**src/rtl/inv_shift_mix.sv**
```systemverilog
// inv_shift_mix: AES InvShiftRows then column-serial InvMixColumns (skippable for the final round).
module inv_shift_mix (
  input  logic         clk,
  input  logic         rst_n,
  input  logic         in_valid,
  output logic         in_ready,
  input  logic [0:127] in_state,
  input  logic         in_skip_mix,
  output logic         out_valid,
  input  logic         out_ready,
  output logic [0:127] out_state
);
  typedef enum logic [1:0] {IDLE, MIX, DONE} state_t;
  state_t       state_q, state_d;
  logic [1:0]   col_q, col_d;
  logic [0:127] w_q, w_d;
  logic         init_q;
  logic [7:0]   mixed [4];
  function automatic logic [7:0] xt(input logic [7:0] a);
    return {a[6:0], 1'b0} ^ (a[7] ? 8'h1b : 8'h00);
  endfunction
  function automatic logic [7:0] gm(input logic [7:0] a, input logic [3:0] k);
    logic [7:0] a2, a4, a8;
    a2 = xt(a);
    a4 = xt(a2);
    a8 = xt(a4);
    return (k[0] ? a : 8'h00) ^ (k[1] ? a2 : 8'h00) ^ (k[2] ? a4 : 8'h00) ^ (k[3] ? a8 : 8'h00);
  endfunction
  // InvMixColumns matrix is circulant: row r uses coef[(j-r) mod 4] on input byte j
  function automatic logic [3:0] coef(input int d);
    return d == 0 ? 4'he : d == 1 ? 4'hb : d == 2 ? 4'hd : 4'h9;
  endfunction
  function automatic logic [0:127] isr(input logic [0:127] s);
    logic [0:127] o;
    for (int r = 0; r < 4; r++)
      for (int c = 0; c < 4; c++)
        o[8*(4*r+c) +: 8] = s[8*(4*r+((c-r)&3)) +: 8];
    return o;
  endfunction
  always_comb begin
    for (int r = 0; r < 4; r++) begin
      logic [7:0] acc;
      acc = 8'h00;
      for (int j = 0; j < 4; j++)
        acc = acc ^ gm(w_q[8*(4*j+int'(col_q)) +: 8], coef((j-r)&3));
      mixed[r] = acc;
    end
  end
  assign in_ready  = init_q && state_q == IDLE;
  assign out_valid = state_q == DONE;
  assign out_state = w_q;
  always_comb begin
    state_d = state_q;
    col_d   = col_q;
    w_d     = w_q;
    if (state_q == IDLE && in_valid && in_ready) begin
      w_d     = isr(in_state);
      col_d   = 2'd0;
      state_d = in_skip_mix ? DONE : MIX;
    end else if (state_q == MIX) begin
      for (int r = 0; r < 4; r++) w_d[8*(4*r+int'(col_q)) +: 8] = mixed[r];
      col_d   = col_q + 2'd1;
      state_d = col_q == 2'd3 ? DONE : MIX;
    end else if (state_q == DONE && out_ready) begin
      state_d = IDLE;
    end
  end
  // init_q holds in_ready low until the first edge after reset release
  always_ff @(posedge clk or negedge rst_n) begin
    if (!rst_n) begin
      state_q <= IDLE;
      col_q   <= 2'd0;
      w_q     <= '0;
      init_q  <= 1'b0;
    end else begin
      state_q <= state_d;
      col_q   <= col_d;
      w_q     <= w_d;
      init_q  <= 1'b1;
    end
  end
endmodule

```
**config.mk**
```make
export PLATFORM = sky130hd
export DESIGN_NAME = inv_shift_mix
export DESIGN_NICKNAME = d
export VERILOG_FILES = /design/src/rtl/inv_shift_mix.sv
export SDC_FILE = /design/constraint.sdc
export NUM_CORES = 1
export LEC_CHECK = 0
export CORE_MARGIN = 2
export CORE_UTILIZATION = 53
export CTS_BUF_LIST = sky130_fd_sc_hd__clkbuf_2 sky130_fd_sc_hd__clkbuf_4 sky130_fd_sc_hd__clkbuf_8
export DETAILED_ROUTE_END_ITERATION = 7
export GPL_TIMING_DRIVEN = 1
export PLACE_DENSITY = 0.92
export SYNTH_ARGS = -nofsm -noshare
export SYNTH_HDL_FRONTEND = slang
export SYNTH_SLANG_ARGS = --single-unit
```
**constraint.sdc**
```tcl
create_clock -name clk -period 7 [get_ports clk]
set_input_delay 0.7 -clock clk [delete_from_list [all_inputs] [get_ports clk]]
set_output_delay 0.7 -clock clk [all_outputs]
set_load 0.03 [all_outputs]
```
==> results.toml <==
[synthesis]
synth.largest_area_cell = "dfrtp_1"
synth_xor_area_share_pct = 27.2
synth-simple-area-share_pct = 0.996
synth_area_um2 = 8420
synth.area.mux_share_pct = 8.56
ys_warn_count = 0
synth_top_area_share_pct = 39.5
synth-compound-area-share_pct = 19.6
synth_top_family_by_area = "XOR/XNOR gates"
synth_cell_types = 31
avgSynthCellArea_um2 = 12.1
ys_seq_area_share_pct = 39.5
synth-seq-cells = 133
syn_nets = 835
ys_top_cells_by_area = "dfrtp_1 (40%), a22oi_1 (11%), xnor2_1 (10%)"
syn_inst = 698
synth_adder_area_share_pct = 0.594

[route]
ant_nets = 0
wl_per_cell_um = 24.5
drcViolationCount = 0
firstDrtPassIters = 5
via_count = 7343
drt_iter0_drc = 813
vias_per_cell = 6.35
wl_um = 28300

[layout]
multi_input_area_um2 = 4840
n_fill_cell = 1083
final_design_area_no_fill_um2 = 11500
layout_common_cells = "clkdlybuf4s50_1 (261), dfrtp_1 (131), a22oi_1 (128)"
seq_area_um2 = 3330
instances_no_fill = 1156
final_common_cell = "clkdlybuf4s50_1"
finish.net_count = 1065
area_delta_synth_final_pct = 36.6
drive_gt1_share_pct = 10.3
antenna_cells = 0

[setup_path]
crit_chain = "buf_4 > mux4_2 > xnor3_1 > xor2_1 > xnor3_1 > xnor2_1 > o21ai_1"
cp_common_cell = "xnor3_1"
worst-r2r-cell-count = 7
max_stage_delay_ps = 720
r2r_start = "col_q[0]"
cp.required_ps = 7310
path_buf_inv = 1
cp-start-kind = "flop"
crit_start = "col_q[0]"
critical_path_class = "reg -> reg"
cp_top_family = "XOR/XNOR gates"
crit_path_top_delay_cell = "dfrtp_2"
crit_cells = 7
cp_max_fo = 22
arrival_ps = 4180
r2r-end = "out_state[90]"
endpoint_kind = "flop"
rrSetupSlack_ps = 3130
critPathCapture = "out_state[90]"

[global_routing]
gr-usage-all-layers_pct = 34.3
antenna_found_initial = 0
grt_pass1_wl_um = 42600
grt_pass1_vias = 7451
grt_max_degree = 79
grt_overflow_total = 0

[sta]
max_freq_mhz = 259
grt_setup_unrepaired = "false"
setup_violations = 0
relSlewSlack_pct = 17.4
hold_violations = 0
whs_ps = 188
tightest_slew_ps = 1240
final_max_slew_viol_count = 0
period_needed_ps = 3870
period_share_pct = 55.3
finClkSkew_ps = 9.05
fin_tns_setup_ps = 0

[placement]
place_area_um2 = 11100
portBuffers = 262
gp_routability_congestion = 1.01
dpl.hpwl_um = 20300
place_inst = 1125

[job]
cap_violations = 0

[cts]
postCtsHoldBufs = 0
cts_buffer_depth = 2
clkTransAtPathRegs_ps = 80
cts_made_buffers = 17
cts_tree = "yes"
htree_levels = 4
numClockSinks = 133
ctsResizeCount = 0
clockRootBuffer = "clkbuf_8"
clkLatencyLatePin_ps = 470
post_cts_buffers = 0

[floorplan]
die_area_um2 = 16900
chipWidth_um = 130
pin_count = 263
placementRows = 46
coreArea_um2 = 15700
fp.dieH_um = 130
initial_core_util_pct = 53.6

[run_status]
status = "finished clean"

[hold_path]
hold_path_class = "in -> async"
==> final cells by class <==
type / count / share of cell area, %
Timing Repair Buffer: 269 / 23.3
Multi-Input combinational cell: 504 / 42.1
Inverter: 3 / 0.0979
Sequential cell: 133 / 29.0
Tap cell: 216 / 2.35
Clock buffer: 19 / 2.27
Clock inverter: 12 / 0.935
==> metrics by stage <==
stage               setup WS [ps]  utilization, %
floorplan                    4040               -
global placement             3240            70.9
detailed placement           3140            70.9
CTS                          3110            73.2
global route                 2880            73.2
finish                       3130            73.2
==> per-layer routing <==
metal / routed length [um] / global-route usage, %
met5: 0 / 0
met4: 917 / 15.2
met3: 2830 / 7.75
met2: 13900 / 55.2
met1: 10700 / 44.9
==> how the worst min path moves through the flow <==
| stage | from | end | slack [ps] |
|---|---|---|---|
| 6_report | rst_n | out_state[6] | 190 |
| 5_1_grt | rst_n | out_state[14] | 230 |
| 4_1_cts | rst_n | out_state[14] | 200 |
| 3_5_place_dp | out_state[7] | out_state[7] | 520 |
| 3_3_place_gp | out_state[19] | out_state[19] | 510 |
| 2_1_floorplan | rst_n | col_q[0] | 400 |
==> state kept, by name, indices dropped and copies added, names as in the netlist <==
| signal | count |
|---|---|
| col_q | 2 |
| init_q | 1 |
| out_state | 128 |
| state_q | 2 |
==> cells in the mapped netlist (all sizes together) <==
cell type and n:
o21ai 130, conb 1, clkbuf 40, inv 3, and2 2, nor2b 3
buf 18, o21a 1, a21oi 5, xnor2 111, nor3b 1, nand4 2
nand3 2, o22ai 1, nand2 3, xnor3 33, nor2 3, dfrtp 133
xor2 37, xor3 5, a22oi 128, ha 4, mux4 32
==> cells by family (layout without fill, tap and decap cells) <==
| kind of cell | Yosys count | in the layout |
|---|---|---|
| buffers and inverters | 61 | 303 |
| xor gates and xnor gates | 186 | 186 |
| and+or+nand+nor | 16 | 16 |
| muxes | 32 | 32 |
| AOI/OAI and AO/OA | 265 | 265 |
| adders and majority gates | 4 | 4 |
| other | 1 | 1 |
| DFF | 133 | 133 |
Power is left out: the tool's default activity adds up to more than one toggle a clock period on the data nets, which glitch-free logic cannot reach.
